$ cat src/rtl/repetition_detector_ctrl_pkg.sv
// repetition_detector_ctrl_pkg: FSM state encoding and the total-beat width helper shared by the controller
package repetition_detector_ctrl_pkg;
  typedef enum logic [1:0] {
    ST_IDLE   = 2'd0,
    ST_CONFIG = 2'd1,
    ST_RUN    = 2'd2,
    ST_DONE   = 2'd3
  } state_t;
  function automatic int beat_w(input int log_iters, input int log_reads);
    return log_iters + log_reads;
  endfunction
endpackage

$ cat src/rtl/repetition_detector_ctrl_desc_queue.sv
// rd_desc_queue: DEPTH-entry descriptor FIFO (clk, async rst, push/wdata in, pop/rdata out, full/empty flags)
module rd_desc_queue #(
  parameter int W         = 32,
  parameter int DEPTH     = 2,
  parameter int LOG_DEPTH = 1
) (
  input  logic         clk,
  input  logic         rst,
  input  logic         push,
  input  logic [W-1:0] wdata,
  input  logic         pop,
  output logic [W-1:0] rdata,
  output logic         full,
  output logic         empty
);
  logic [W-1:0]         mem [DEPTH];
  logic [LOG_DEPTH-1:0] wp, rp;
  logic [LOG_DEPTH:0]   cnt;
  logic                 do_push, do_pop;
  assign full    = cnt == (LOG_DEPTH+1)'(DEPTH);
  assign empty   = cnt == '0;
  assign do_push = push & ~full;
  assign do_pop  = pop & ~empty;
  assign rdata   = mem[rp];
  always_ff @(posedge clk) begin
    if (do_push) mem[wp] <= wdata;
  end
  always_ff @(posedge clk or posedge rst) begin
    if (rst) begin
      wp  <= '0;
      rp  <= '0;
      cnt <= '0;
    end else begin
      wp  <= do_push ? wp + LOG_DEPTH'(1) : wp;
      rp  <= do_pop ? rp + LOG_DEPTH'(1) : rp;
      cnt <= (do_push & ~do_pop) ? cnt + (LOG_DEPTH+1)'(1) :
             (do_pop & ~do_push) ? cnt - (LOG_DEPTH+1)'(1) : cnt;
    end
  end
endmodule

$ cat src/rtl/repetition_detector_ctrl.sv
// repetition_detector_ctrl: layer sequencer (desc_* queue in, configure/num_* to detector, mon_* beats in, busy/done/zero_groups/err status out)
module repetition_detector_ctrl
  import repetition_detector_ctrl_pkg::*;
#(
  parameter int GROUP_SIZE             = 4,
  parameter int LOG_MAX_ITERS          = 16,
  parameter int LOG_MAX_READS_PER_ITER = 16,
  parameter int DESC_DEPTH             = 2,
  parameter int LOG_DESC_DEPTH         = 1,
  parameter int CNT_W                  = 32
) (
  input  logic                              clk,
  input  logic                              rst,
  input  logic [LOG_MAX_ITERS-1:0]          desc_iters,
  input  logic [LOG_MAX_READS_PER_ITER-1:0] desc_reads,
  input  logic                              desc_valid,
  output logic                              desc_avail,
  output logic                              configure,
  output logic [LOG_MAX_ITERS-1:0]          num_iters,
  output logic [LOG_MAX_READS_PER_ITER-1:0] num_reads_per_iter,
  input  logic                              mon_valid,
  input  logic [GROUP_SIZE-1:0]             mon_zero_info,
  output logic                              busy,
  output logic                              done,
  output logic [CNT_W-1:0]                  zero_groups,
  output logic                              err
);
  localparam int BEAT_W = beat_w(LOG_MAX_ITERS, LOG_MAX_READS_PER_ITER);
  state_t                            state, state_nxt;
  logic                              q_full, q_empty, pop, head_ok, load, beat, last;
  logic [BEAT_W-1:0]                 q_head, beats_left;
  logic [LOG_MAX_ITERS-1:0]          head_iters;
  logic [LOG_MAX_READS_PER_ITER-1:0] head_reads;
  assign desc_avail = ~q_full;
  assign {head_iters, head_reads} = q_head;
  rd_desc_queue #(
    .W(BEAT_W),
    .DEPTH(DESC_DEPTH),
    .LOG_DEPTH(LOG_DESC_DEPTH)
  ) u_queue (
    .clk(clk),
    .rst(rst),
    .push(desc_valid & ~q_full),
    .wdata({desc_iters, desc_reads}),
    .pop(pop),
    .rdata(q_head),
    .full(q_full),
    .empty(q_empty)
  );
  always_comb begin
    head_ok   = (head_iters != '0) && (head_reads != '0);
    pop       = (state == ST_IDLE) && !q_empty;
    load      = pop && head_ok;
    beat      = (state == ST_RUN) && mon_valid;
    last      = beat && (beats_left == BEAT_W'(1));
    configure = state == ST_CONFIG;
    busy      = (state == ST_CONFIG) || (state == ST_RUN);
    done      = state == ST_DONE;
    state_nxt = state;
    case (state)
      ST_IDLE:   state_nxt = load ? ST_CONFIG : ST_IDLE;
      ST_CONFIG: state_nxt = ST_RUN;
      ST_RUN:    state_nxt = last ? ST_DONE : ST_RUN;
      default:   state_nxt = ST_IDLE;
    endcase
  end
  always_ff @(posedge clk or posedge rst) begin
    if (rst) state <= ST_IDLE;
    else state <= state_nxt;
  end
  always_ff @(posedge clk or posedge rst) begin
    if (rst) begin
      num_iters          <= '0;
      num_reads_per_iter <= '0;
      beats_left         <= '0;
      zero_groups        <= '0;
      err                <= 1'b0;
    end else begin
      err <= (mon_valid && state != ST_RUN) || (pop && !head_ok) || (err && !load);
      if (load) begin
        num_iters          <= head_iters;
        num_reads_per_iter <= head_reads;
        beats_left         <= BEAT_W'(head_iters) * BEAT_W'(head_reads);
        zero_groups        <= '0;
      end else if (beat) begin
        beats_left  <= beats_left - BEAT_W'(1);
        zero_groups <= (&mon_zero_info && !(&zero_groups)) ? zero_groups + CNT_W'(1) : zero_groups;
      end
    end
  end
endmodule

$ cat config.mk
export PLATFORM = sky130hd
export DESIGN_NAME = repetition_detector_ctrl
export DESIGN_NICKNAME = d
export VERILOG_FILES = /design/src/rtl/repetition_detector_ctrl_pkg.sv /design/src/rtl/repetition_detector_ctrl_desc_queue.sv /design/src/rtl/repetition_detector_ctrl.sv
export SDC_FILE = /design/constraint.sdc
export NUM_CORES = 1
export LEC_CHECK = 0
export ABC_CLOCK_PERIOD_IN_PS = 9850
export CORE_MARGIN = 1.5
export CORE_UTILIZATION = 25
export DETAILED_ROUTE_END_ITERATION = 16
export HOLD_SLACK_MARGIN = 0.12
export SETUP_SLACK_MARGIN = 0.2
export SYNTH_ARGS = -nofsm -noshare
export SYNTH_HDL_FRONTEND = slang
export SYNTH_SLANG_ARGS = --single-unit
$ cat constraint.sdc
create_clock -name clk -period 9.85 [get_ports clk]
set_clock_uncertainty 0.1 [all_clocks]
set_input_delay 1.97 -clock clk [delete_from_list [all_inputs] [get_ports clk]]
set_output_delay 1.97 -clock clk [all_outputs]
set_load 0.02 [all_outputs]
==> summary.md <==
| Metric | Value |
|---|---|
| Mux share of post-synthesis cell area | `0.0425` |
| Clock-pin slew on the worst setup and hold paths | `0.07 ns` |
| Final hold slack | `0.399 ns` |
| Post-Synth XOR/XNOR Area | `0.0518` |
| Yosys reg bits | `167` |
| Die Area | `64500 um^2` |
| Worst R2R Start | `u_queue.rp` |
| Max Transition Viols Final | `0` |
| Grt peak-use layer | `met2` |
| Met3 Usage GRT | `0.0335` |
| Async set-reset flop share out of synthesis | `0.617` |
| Setup tns final | `0 ns` |
| Final wirelength | `43800 um` |
| Clk sinks | `167` |
| Core Footprint | `61900 um^2` |
| Post-CTS Hold Buffers | `0` |
| GR met1 Demand/Resource | `0.175` |
| Hold crit path type | `reg2reg` |
| Simple-gate share of the synthesized area | `0.155` |
| Syn Nets | `1972` |
| Status | `finished, final reports clean` |
| Relative slew slack | `0.0735` |
| Number of synthesized flops with an enable pin | `64` |
| Pin count of the biggest net entering global routing | `66` |
| Worst EP required | `10.08 ns` |
| Met2 Resource Use GR | `0.234` |
| Starting density of the core | `0.254` |
| Row count | `91` |
| Clk Tree Root Cell | `clkbuf_16` |
| Initial antenna violation count | `2` |
| Total Routing Usage GR | `0.140` |
| First-pass GRT wire length | `69000 um` |
| Max Cap Viol | `0` |
| Vias per inst | `4.57` |
| Final min period | `8.24 ns` |
| Synth unique cells | `61` |
| Hold Fails Final Rpt | `0` |
| Mapped Cells | `1626` |
| Gpl congestion | `0.886` |
| I/O Buffers | `108` |
| Remaining Overflow, GRT | `0` |
| YS warnings | `0` |
| Final worst-path cycle share | `0.836` |
| Io pins | `109` |
| Synth area leaders | `fa_1 25%, dfrtp_1 16%, edfxtp_1 12%` |
| CTS tree | `built` |
| DIE HEIGHT | `254 um` |
| Register area share after synthesis | `0.286` |
| Hold Startpoint | `u_queue.cnt[1]` |
| Total number of vias | `11800` |
| Main combinational cell family by area after synthesis | `adder cells` |
| TritonCTS Buffers | `17` |
| Max Freq | `121 MHz` |
| Crit Path Category | `reg2reg` |
| First drt pass iteration count | `5` |
| Worst setup path start | `u_queue.rp` |
| Complex-gate fraction of the synthesized area | `0.0596` |
| Critical path fanouts, max | `38` |
| Adder-cell share of the synthesized area | `0.336` |
| WP data arrival | `8.47 ns` |
| Nets | `2073` |
| DRT iter0 DRCs | `786` |
| Share of the synthesized area in the top cell type | `0.247` |
| Area leader, netlist | `fa_1` |
| Crit. End Element | `register` |
| Layout cell share with drive strength beyond 1 | `0.0638` |
| Post-cts gate resize count | `0` |
| DRC errors left | `0` |
| Routed WL per cell | `17.0 um` |
| H-tree Lvls | `4` |
| Netlist Area Pre-Place | `15700 um^2` |
| Setup-failing EPs final | `0` |
| Setup repair bufs after CTS | `0` |
| Vias in the first global route | `12400` |
| RSZ-0062 raised after global routing | `no` |
| Synth-to-Final Area Change | `17.2%` |
| Width of the die | `254 um` |
| CTS Buffer Depth | `2` |
| Worst Max-Slew Pin Slew | `1.35 ns` |
| Mapped Avg Cell Area | `9.68 um^2` |
| Crit path launch type | `register` |
| Top FF cell, synth | `dfrtp_1` |
| Final antenna-violating net count | `0` |
| Worst-skew pair later-pin latency | `0.48 ns` |
| Detailed Place HPWL | `34300 um` |
## flip-flops by register name (all words and copies together) (netlist names)
register and flops:
u_queue.mem 64, beats_left 32, u_queue.wp 1, num_iters 16, state 2, u_queue.rp 1, u_queue.cnt 2, num_reads_per_iter 16
zero_groups 32, err 1
## Yosys cell counts (12+ instances only)
cell type,count
a21o_1,16
a21oi_1,75
and3_1,12
buf_2,14
clkbuf_1,32
dfrtp_1,103
edfxtp_1,64
fa_1,194
ha_1,112
inv_1,237
mux2_2,30
mux2i_1,33
nand2_1,186
nand3_1,20
nand4_1,18
nor2_1,219
nor3_1,20
nor4_1,21
o21ai_0,35
xnor2_1,45
xor2_1,48
## cell families after synthesis
| logic type | Yosys count |
|---|---|
| and+or+nand+nor | 551 |
| adders and majority gates | 306 |
| buffers and inverters | 286 |
| DFF | 167 |
| AOI/OAI and AO/OA | 160 |
| xor gates and xnor gates | 93 |
| muxes | 63 |
## worst paths after layout
kind	to	depth (start not counted)	slack [ns]
hold reg to reg	u_queue.cnt[1]	1	0.40
min in group asynchronous	zero_groups[4]	2	1.78
max in group asynchronous	u_queue.rp	3	6.49
setup / recovery	beats_left[31]	20	1.61
hold / removal	u_queue.cnt[1]	1	0.40
setup reg to reg	beats_left[31]	20	1.61
## layer usage
| metal | up-vias | part of all wire |
|---|---|---|
| met4 | 0 | 0.030 |
| met3 | 66 | 0.066 |
| met5 | - | 0 |
| met1 | 5905 | 0.41 |
| li1 | 5461 | - |
| met2 | 350 | 0.49 |
## stage by stage
step	instances	utilization	setup slack [ns]	area, um^2
4_1_cts	2577	0.298	1.72	18400
3_5_place_dp	2545	0.288	1.75	17900
5_1_grt	2577	0.298	1.38	18400
2_1_floorplan	1626	-	2.74	15700
6_report	2578	0.298	1.61	18500
3_3_place_gp	2545	0.288	1.92	17900
## cells in the final DEF, fill, tap and decap left out, drive strengths merged, types with 20 or more instances in the layout
| cell type | synthesis | layout |
|---|---|---|
| a21oi | 75 | 75 |
| buf | 16 | 23 |
| clkdlybuf4s50 | 0 | 108 |
| dfrtp | 103 | 103 |
| edfxtp | 64 | 64 |
| fa | 194 | 194 |
| ha | 112 | 112 |
| inv | 237 | 246 |
| mux2 | 30 | 30 |
| mux2i | 33 | 33 |
| nand2 | 188 | 188 |
| nand3 | 20 | 20 |
| nor2 | 221 | 221 |
| nor3 | 21 | 21 |
| nor4 | 21 | 21 |
| o21ai | 37 | 37 |
| xnor2 | 45 | 45 |
| xor2 | 48 | 48 |
## critical path, stage by stage, from the launching register on
cell     delay, ns
dfrtp_2       0.97
buf_4         0.51
mux2i_1       1.14
nor2_1        0.19
fa_1          0.61
fa_1          0.43
fa_1          0.52
fa_1          0.45
fa_1          0.50
inv_1         0.05
fa_1          0.47
inv_1         0.04
ha_1          0.37
a21oi_1       0.26
o21ai_0       0.15
a31oi_1       0.20
o21ai_0       0.29
a311o_1       0.37
a21oi_1       0.18
xnor2_1       0.15
a21oi_1       0.09
## cell type report
cell class | count | area (um^2)
diodes | 1 | 2.50
clock buffers | 17 | 425
clock inverters | 15 | 169
fillers | 6448 | 43500
inverters | 237 | 892
multi-input cells | 1173 | 10200
flip-flops and latches | 167 | 4500
well taps | 837 | 1050
repair buffers | 131 | 1250
Power is left out: the tool's default activity adds up to more than one toggle a clock period on the data nets, which glitch-free logic cannot reach.
